## src/rtl/or1200_genpc_fetch.sv

```systemverilog
// Fetch-address generator feeding the instruction cache: sequential PC advance plus
// prioritised redirects, with a one-entry slot that parks redirects raised while the IC retries.
module or1200_genpc_fetch #(
    parameter logic [31:0] RESET_PC     = 32'h0000_0100,
    parameter logic [31:0] EXC_VEC_BASE = 32'h0000_0000
) (
    input  logic        clk,
    input  logic        rst,
    output logic [31:0] icpu_adr_o,
    output logic        icpu_cycstb_o,
    output logic [3:0]  icpu_sel_o,
    output logic [3:0]  icpu_tag_o,
    input  logic        icpu_rty_i,
    input  logic        genpc_freeze,
    input  logic        if_stall,
    input  logic        genpc_refetch,
    input  logic        branch_taken,
    input  logic [29:0] branch_target,
    input  logic        except_start,
    input  logic [3:0]  except_type,
    input  logic        rfe,
    input  logic [31:0] epcr,
    input  logic        spr_npc_we,
    input  logic [31:0] spr_dat_i,
    output logic        redirect_busy
);

    typedef enum logic {IDLE, RUN} state_t;

    // Larger value wins when a new redirect meets a parked one.
    typedef enum logic [1:0] {
        SRC_BRANCH = 2'd0,
        SRC_RFE    = 2'd1,
        SRC_EXC    = 2'd2,
        SRC_NPC    = 2'd3
    } src_t;

    state_t      r_state;
    state_t      w_state_next;
    logic [29:0] r_pc;
    logic [29:0] r_pend;
    src_t        r_pend_src;
    logic        r_pend_v;
    logic        r_tag_first;

    logic        w_redir;
    logic [29:0] w_tgt;
    src_t        w_src;
    logic        w_advance;
    logic        w_load;
    logic        w_keep_pend;
    logic        w_unused;

    // Word-address sources only; byte offsets of epcr/spr_dat_i are dropped.
    assign w_unused = ^{epcr[1:0], spr_dat_i[1:0]};

    always_comb begin
        // NOTE: every combinational output gets a default first so no path leaves it unassigned (no latch).
        w_redir = 1'b1;
        w_tgt   = branch_target;
        w_src   = SRC_BRANCH;
        if (spr_npc_we) begin
            w_tgt = spr_dat_i[31:2];
            w_src = SRC_NPC;
        end else if (except_start) begin
            w_tgt = {EXC_VEC_BASE[31:12], except_type, 6'b00_0000};
            w_src = SRC_EXC;
        end else if (rfe) begin
            w_tgt = epcr[31:2];
            w_src = SRC_RFE;
        end else if (!branch_taken) begin
            w_redir = 1'b0;
        end
    end

    assign w_advance   = (r_state == RUN) && !genpc_freeze && !if_stall && !icpu_rty_i && !genpc_refetch;
    assign w_load      = !icpu_rty_i && (w_redir || r_pend_v);
    assign w_keep_pend = r_pend_v && (r_pend_src > w_src);

    always_comb begin
        w_state_next = r_state;
        if (r_state == IDLE) begin
            w_state_next = RUN;
        end
    end

    always_ff @(posedge clk) begin
        // NOTE: sequential state uses non-blocking assignment so all registers update from pre-edge values.
        if (!rst) begin
            r_state <= IDLE;
        end else begin
            r_state <= w_state_next;
        end
    end

    always_ff @(posedge clk) begin
        if (!rst) begin
            r_pc        <= RESET_PC[31:2];
            r_pend      <= '0;
            r_pend_src  <= SRC_BRANCH;
            r_pend_v    <= 1'b0;
            r_tag_first <= 1'b1;
        end else begin
            if (w_redir && !icpu_rty_i) begin
                r_pc     <= w_tgt;
                r_pend_v <= 1'b0;
            end else if (w_redir) begin
                if (!w_keep_pend) begin
                    r_pend     <= w_tgt;
                    r_pend_src <= w_src;
                    r_pend_v   <= 1'b1;
                end
            end else if (r_pend_v && !icpu_rty_i) begin
                r_pc     <= r_pend;
                r_pend_v <= 1'b0;
            end else if (!genpc_refetch && w_advance) begin
                r_pc <= r_pc + 30'd1;
            end
            r_tag_first <= (r_state == IDLE) || w_load;
        end
    end

    assign icpu_adr_o    = {r_pc, 2'b00};
    assign icpu_cycstb_o = (r_state == RUN);
    assign icpu_sel_o    = 4'hF;
    assign icpu_tag_o    = r_tag_first ? 4'h1 : 4'h0;
    assign redirect_busy = r_pend_v;

endmodule

```

## config.mk

```make
export PLATFORM = sky130hd
export DESIGN_NAME = or1200_genpc_fetch
export DESIGN_NICKNAME = d
export VERILOG_FILES = /design/src/rtl/or1200_genpc_fetch.sv
export SDC_FILE = /design/constraint.sdc
export NUM_CORES = 1
export LEC_CHECK = 0
export CAP_MARGIN = 0
export CORE_ASPECT_RATIO = 0.6
export CORE_UTILIZATION = 45
export DETAILED_ROUTE_END_ITERATION = 16
export GPL_ROUTABILITY_DRIVEN = 0
export GPL_TIMING_DRIVEN = 0
export PLACE_DENSITY_LB_ADDON = 0.2
export SKIP_CTS_REPAIR_TIMING = 1
export SLEW_MARGIN = 25
export SYNTH_ARGS = -nofsm -noshare
export SYNTH_HDL_FRONTEND = slang
export SYNTH_SLANG_ARGS = --single-unit
```

## constraint.sdc

```tcl
create_clock -name clk -period 5.2 [get_ports clk]
set_clock_uncertainty 0.2 [all_clocks]
set_input_delay 1.56 -clock clk [delete_from_list [all_inputs] [get_ports clk]]
set_output_delay 1.56 -clock clk [all_outputs]
set_load 0.005 [all_outputs]
```

==> flow_summary_export.csv <==
group,metric,value,unit
hold_path,holdCritPathClass,"reg -> reg",
sta,fmax,0.209,GHz
clock_tree,clk_pin_slew_worst_paths,50,ps
clock_tree,cts.sinks,65,
logic_synthesis,synthArstFlopShare,0,
floorplan,die_area,9940,um^2
setup_path,worstSetupStartpointType,"input pin",
sta,final.period_utilization,0.919,
power_and_ir_drop,power.ir.vdd_worst,0.000219,V
sta,final-max-slew-violation-count,0,
clock_tree,clk_latency,340,ps
clock_tree,tritoncts_clock_tree,"done",
sta,timing_worst_slew_pin_value,922,ps
setup_path,critPathRequiredTime,5240,ps
sta,setup_violations,0,
logic_synthesis,edff_count_synth,0,
placed_design,dp.final_hpwl,12.5,mm
flow_run,timing.max_cap.violations,0,
setup_path,worst-setup-path-type,"in -> reg",
clock_tree,cts_inserted_buffers,9,
logic_synthesis,synth_area_per_cell,7.90,um^2
final_layout,final_layout_size_suffix_gt1_frac,0.111,
logic_synthesis,synthesis.area,4290,um^2
sta,headroom_to_the_max_slew_limit,0.380,
placed_design,post-place-ws,245,ps
final_layout,commonest_non_fill_non_tap_cell_in_the_layout,"sky130_fd_sc_hd__clkdlybuf4s50_1",
floorplan,std_cell_rows,27,
global_routing,grt_antenna_before_repair,0,
detailed_routing,antenna_violating_nets_post_route,0,
final_layout,areaGrowthSynthToFinish,42.6,%
floorplan,io_pins,150,
setup_path,worst_ep_arrival_time,4820,ps
setup_path,register_to_register_setup_slack,2540,ps
hold_path,min_delay_worst_endpoint,"r_tag_first$_SDFF_PN1_",
detailed_routing,number_of_design_rule_violations_left_after_detail_routing,0,
global_routing,grt_max_degree,12,
logic_synthesis,synthesis.instances,543,
clock_tree,cts.htree.levels,3,
final_layout,antenna-diode-count,0,
clock_tree,clk_root_buffer_cell,"sky130_fd_sc_hd__clkbuf_16",
logic_synthesis,synth-seq-area-share,0.303,
setup_path,critPathCaptureType,"flop",
outcome,run_status,"completed",
logic_synthesis,synth_seq_cells,65,
detailed_routing,post_drt_via_cell_ratio,6.23,
logic_synthesis,yosysWarnings,0,
sta,period_needed,4780,ps
sta,rsz0062_at_grt,"false",
floorplan,die_width,128,um
final_layout,finish.net_count,806,
sta,timing.final.hold_violations,0,
floorplan,initial_utilization,0.465,
sta,fin_tns_setup,0,ps
detailed_routing,wl_per_cell,19.7,um
setup_path,regToRegStartpoint,"r_pc[0]$_SDFFE_PN0P_",
hold_path,hold_path_startpoint,"icpu_cycstb_o$_DFF_P_",
detailed_routing,drt-initial-drc-count,600,
floorplan,die_h,77.6,um
clock_tree,cts.path.max_buffers,2,
global_routing,globalRouteOverflowTotal,0,
power_and_ir_drop,static-leakage-power,2.27,nW
setup_path,path_max_fanout,10,
global_routing,grt_pass1_wl,25.7,mm
logic_synthesis,ys_types,61,
detailed_routing,dr_total_vias,5172,
floorplan,placeableCoreArea,9220,um^2
detailed_routing,firstDrtPassIters,5,
sta,postLayoutSetupSlackWorst,420,ps
logic_synthesis,synth_ff_type,"sky130_fd_sc_hd__dfxtp_1",
global_routing,grt_pass1_vias,4899,
final_layout,layoutNonFillerInstCount,830,
final_layout,finalCoreUtilization,0.663,
global_routing,groute.usage.overall,0.337,
placed_design,post_place_cells,814,
setup_path,crit-reg2reg-capture,"r_pc[28]$_SDFFE_PN0P_",
detailed_routing,drt_wl_total,16.4,mm
final_layout,most_used_cells_in_the_layout_excluding_fill_and_tap_cells,"sky130_fd_sc_hd__clkdlybuf4s50_1, sky130_fd_sc_hd__dfxtp_1, sky130_fd_sc_hd__nor2_1",
placed_design,placement.io_buffers,134,
power_and_ir_drop,power_density,253,nW/um^2
setup_path,r2r.worst_path.cells,6,
hold_path,min_delay_path_depth,1,
cells in the mapped netlist (4+ instances only):
| cell type | n | share of area |
|---|---|---|
| sky130_fd_sc_hd__o22ai_1 | 5 | 0.0073 |
| sky130_fd_sc_hd__dfxtp_1 | 65 | 0.30 |
| sky130_fd_sc_hd__clkbuf_1 | 25 | 0.022 |
| sky130_fd_sc_hd__a21o_1 | 4 | 0.0070 |
| sky130_fd_sc_hd__nand3_1 | 17 | 0.020 |
| sky130_fd_sc_hd__nand4_1 | 8 | 0.012 |
| sky130_fd_sc_hd__nor3_1 | 11 | 0.013 |
| sky130_fd_sc_hd__and2_1 | 4 | 0.0058 |
| sky130_fd_sc_hd__a21oi_1 | 31 | 0.036 |
| sky130_fd_sc_hd__nor4_1 | 5 | 0.0073 |
| sky130_fd_sc_hd__buf_6 | 4 | 0.011 |
| sky130_fd_sc_hd__o21ai_0 | 41 | 0.048 |
| sky130_fd_sc_hd__o211ai_1 | 21 | 0.037 |
| sky130_fd_sc_hd__inv_1 | 12 | 0.011 |
| sky130_fd_sc_hd__a22oi_1 | 16 | 0.028 |
| sky130_fd_sc_hd__mux2_2 | 18 | 0.047 |
| sky130_fd_sc_hd__or3_1 | 4 | 0.0058 |
| sky130_fd_sc_hd__a31oi_1 | 11 | 0.016 |
| sky130_fd_sc_hd__mux2i_1 | 24 | 0.056 |
| sky130_fd_sc_hd__nand2_1 | 35 | 0.031 |
| sky130_fd_sc_hd__a211oi_1 | 28 | 0.049 |
| sky130_fd_sc_hd__buf_2 | 14 | 0.016 |
| sky130_fd_sc_hd__and3_1 | 5 | 0.0073 |
| sky130_fd_sc_hd__buf_4 | 12 | 0.021 |
| sky130_fd_sc_hd__nor2_1 | 59 | 0.052 |
| sky130_fd_sc_hd__a41oi_1 | 4 | 0.0082 |
worst max-delay path, stage by stage:
cell and delay, ps:
sky130_fd_sc_hd__clkdlybuf4s50_1 470, sky130_fd_sc_hd__buf_2 230, sky130_fd_sc_hd__or2_2 170, sky130_fd_sc_hd__clkinv_1 230, sky130_fd_sc_hd__buf_2 290, sky130_fd_sc_hd__ha_1 300, sky130_fd_sc_hd__nor2b_1 130, sky130_fd_sc_hd__o211ai_1 150
sky130_fd_sc_hd__and3_1 210, sky130_fd_sc_hd__buf_6 190, sky130_fd_sc_hd__buf_1 470, sky130_fd_sc_hd__nor2_1 130, sky130_fd_sc_hd__a211oi_1 270
worst max-delay path by stage:
stage / startpoint / endpoint / slack, ps / cells past startpoint
floorplan: except_start / r_pend[12]$_SDFFE_PN0P_ / 1200 / 12
global placement: except_start / r_pend[16]$_SDFFE_PN0P_ / 360 / 13
detailed placement: except_start / r_pend[18]$_SDFFE_PN0P_ / 250 / 13
CTS: except_start / r_pend[21]$_SDFFE_PN0P_ / 500 / 13
global route: except_start / r_pend[21]$_SDFFE_PN0P_ / 290 / 13
finish: except_start / r_pend[21]$_SDFFE_PN0P_ / 420 / 13
through the flow:
stage | instance area (um^2) | hold slack [ps] | power (mW)
floorplan | 4320 | 192 | 0.753
global placement | 5820 | 194 | 0.920
detailed placement | 5820 | 194 | 0.929
CTS | 6120 | 206 | 1.54
global route | 6120 | 230 | 1.60
finish | 6120 | 203 | 1.55
area by class of cell:
type / instances / area [um^2]
clock inverters: 5 / 55.1
clock buffers: 11 / 243
plain buffers: 59 / 317
repair buffers: 134 / 1340
fillers: 771 / 3110
flip-flops and latches: 65 / 1300
inverters: 14 / 52.6
multi-input cells: 412 / 2650
well taps: 130 / 163
report_power, final:
part           switching, mW  internal [mW]  total, mW
Sequential            0.0347          0.536      0.570
Combinational          0.176          0.186      0.362
Clock                  0.233          0.382      0.616
Total                  0.444           1.10       1.55
state kept, by name, indices dropped and copies added (netlist names):
| name | count |
|---|---|
| redirect_busy | 1 |
| r_pend | 30 |
| r_pc | 30 |
| r_pend_src | 2 |
| r_tag_first | 1 |
| icpu_cycstb_o | 1 |
metal layers:
layer | track usage | share of wire | up-vias
met4 | 0.119 | 0.025 | 0
met3 | 0.103 | 0.14 | 49
met1 | 0.457 | 0.42 | 2427
li1 | - | - | 2324
met5 | 0 | 0 | -
met2 | 0.501 | 0.42 | 372
cell families (layout without fill, tap and decap cells):
| group | Yosys count | count (layout) | share of synthesized area |
|---|---|---|---|
| compound gates | 186 | 186 | 0.290 |
| simple gates | 166 | 166 | 0.195 |
| buf+inv | 73 | 223 | 0.0861 |
| flops | 65 | 65 | 0.303 |
| mux | 42 | 42 | 0.103 |
| xor+xnor | 6 | 6 | 0.0123 |
| fa+ha+maj | 3 | 3 | 0.00875 |
| other cells | 2 | 9 | 0.00175 |
Note: power is estimated with default switching activity, not from simulation.
==> patch (config.mk and constraints unchanged) <==
Put one more register stage on the output `redirect_busy`, without a reset. The value now appears one clock later. The other outputs are not delayed to match.
--- a/src/rtl/or1200_genpc_fetch.sv
+++ b/src/rtl/or1200_genpc_fetch.sv
@@ -124,7 +124,9 @@
     assign icpu_cycstb_o = (r_state == RUN);
     assign icpu_sel_o    = 4'hF;
     assign icpu_tag_o    = r_tag_first ? 4'h1 : 4'h0;
-    assign redirect_busy = r_pend_v;
+    always_ff @(posedge clk) begin
+        redirect_busy <= r_pend_v;
+    end
 
 endmodule
 
Function: changed (a bounded check fails within 4 cycles, from zero or initial values and one cycle with rst low).
==> patch against the unedited design <==
Fmax fell by 1.8%. Final cell count rose by 0.12%. Final area rose by 0.47%. Power rose by 1.8%. Die area rose by 0.45%. Sequential cell count rose by 1. Wire length rose by 4.6%. Count of clock-buffer cells in the layout rose by 1. Worst setup slack got worse by 0.087 ns. Area after synthesis rose by 0.47%.
==> patch: results <==
metrics = {
    "outcome": {
        "status": "complete, no violations",
    },
    "routing": {
        "top_layer_used": "met4",
        "wl_met3_um": 2360,
        "drtIter0Drc": 864,
        "routed_wl_um": 17100,
        "routed-wl-met2_um": 7330,
        "drtPass1Iterations": 5,
        "met1_length_um": 7090,
        "vias": 5263,
    },
    "layout": {
        "final_cells": 831,
        "drive_above_1_share_pct": 11.1,
        "fin_nets": 807,
        "nFillCells": 769,
        "reg_top3": "r_pc: 30 flops, r_pend: 30 flops, r_pend_src: 2 flops",
        "diodes": 0,
    },
    "clock_tree": {
        "path_clk_slew_ns": 0.05,
        "cts_max_level": 3,
        "clock-root-buffer": "clkbuf_16",
        "cts_buffer_depth": 2,
        "clk_latency_ns": 0.34,
        "cts_buffers": 9,
    },
    "global_route": {
        "grt_pass1_wl_um": 26600,
        "grt_pass1_vias": 5095,
        "grt_util_all_layers_pct": 34.7,
        "gr-total-overflow": 0,
        "antenna_found_initial": 0,
        "grt_max_degree": 12,
    },
    "logic_synthesis": {
        "synthTopCellsByArea": "dfxtp_1 (31%), mux2i_1 (5.6%), nor2_1 (5.1%)",
        "synth_cells": 544,
        "synthDistinctLibCells": 61,
        "seq_area_frac_synth_pct": 30.7,
        "synth_common_cells": "dfxtp_1 (66), nor2_1 (59), o21ai_0 (41)",
        "yosys_warnings": 0,
        "async_reset_ff_share_pct": 0,
        "yosysMostFrequentCell": "dfxtp_1",
    },
    "min_path": {
        "hp-class": "reg -> reg",
        "holdPathStages": 0,
    },
    "critical_path": {
        "worstPathMaxFanout": 10,
        "reg2reg_depth": 7,
        "critical_path_arrival_ns": 4.91,
    },
    "placed_design": {
        "place_ws_ns": 0.151,
        "dp.cells": 815,
        "dpl.hpwl_um": 12700,
        "port_buffers": 134,
    },
    "pwr": {
        "ir_drop_mv": 0.186,
        "power_leakage_nw": 2.28,
        "internal_power_w": 0.00113,
    },
    "timing": {
        "slew_headroom_pct": 36.6,
    },
}
[patch: cell count changes in the layout (fill, tap and decap cells not counted)]
cell / unedited run / this run
dfxtp_1: 65 / 66
clkbuf_8: 1 / 2
clkinv_2: 2 / 1
[patch: path summary, 6_finish.rpt]
kind | start | to | slack [ns]
worst max-delay path | except_start | r_pend[20] | 0.33
worst min register to register | r_pend_v | redirect_busy | 0.16
worst max register to register | r_pend_v | r_pc[16] | 2.48
worst min-delay path | r_pend_v | redirect_busy | 0.16
[patch: worst max-delay path, cell delays in order]
cell and delay, ns:
clkdlybuf4s50_1 0.47, buf_2 0.21, or2_2 0.17, clkinv_1 0.24
buf_2 0.30, ha_1 0.31, nor2b_1 0.14, o211ai_1 0.18
and3_1 0.22, buf_6 0.17, buf_1 0.51, nor2_1 0.14
a211oi_1 0.26
[patch: final cells by class]
type                       instances  share of cell area (%)
buffer                            59                    5.15
clock buffer                      12                    4.17
clock inverter                     4                   0.814
inverter                          14                   0.855
multi-input combinational        412                    43.0
sequential                        66                    21.5
tap                              130                    2.65
timing repair buffer             134                    21.8
[patch: through the flow]
stage          cell area [um^2]  utilization [%]
6_report                   6150             66.6
5_1_grt                    6150             66.6
4_1_cts                    6150             66.6
3_5_place_dp               5840             63.3
3_3_place_gp               5840             63.3
2_1_floorplan              4340                -
[patch: power by group through the flow]
stage          Sequential [W]  Combinational (W)  Clock [W]
2_1_floorplan        0.000580           0.000181          0
3_3_place_gp         0.000586           0.000344          0
3_5_place_dp         0.000588           0.000355          0
4_1_cts              0.000578           0.000358   0.000624
5_1_grt              0.000584           0.000391   0.000648
6_report             0.000580           0.000367   0.000628
[patch: kinds of logic after synthesis]
| kind of cell | synth area share [%] |
|---|---|
| compound gates | 28.8 |
| xor+xnor | 1.22 |
| fa+ha+maj | 0.871 |
| buf+inv | 8.57 |
| flops | 30.7 |
| mux | 10.3 |
| other cells | 0.174 |
| simple gates | 19.4 |
[patch: per-layer routing]
metal	global-route usage, %	vias to the layer above
met3	9.59	47
met2	52.7	408
met1	47.0	2487
li1	-	2321
met5	0	-
met4	11.6	0
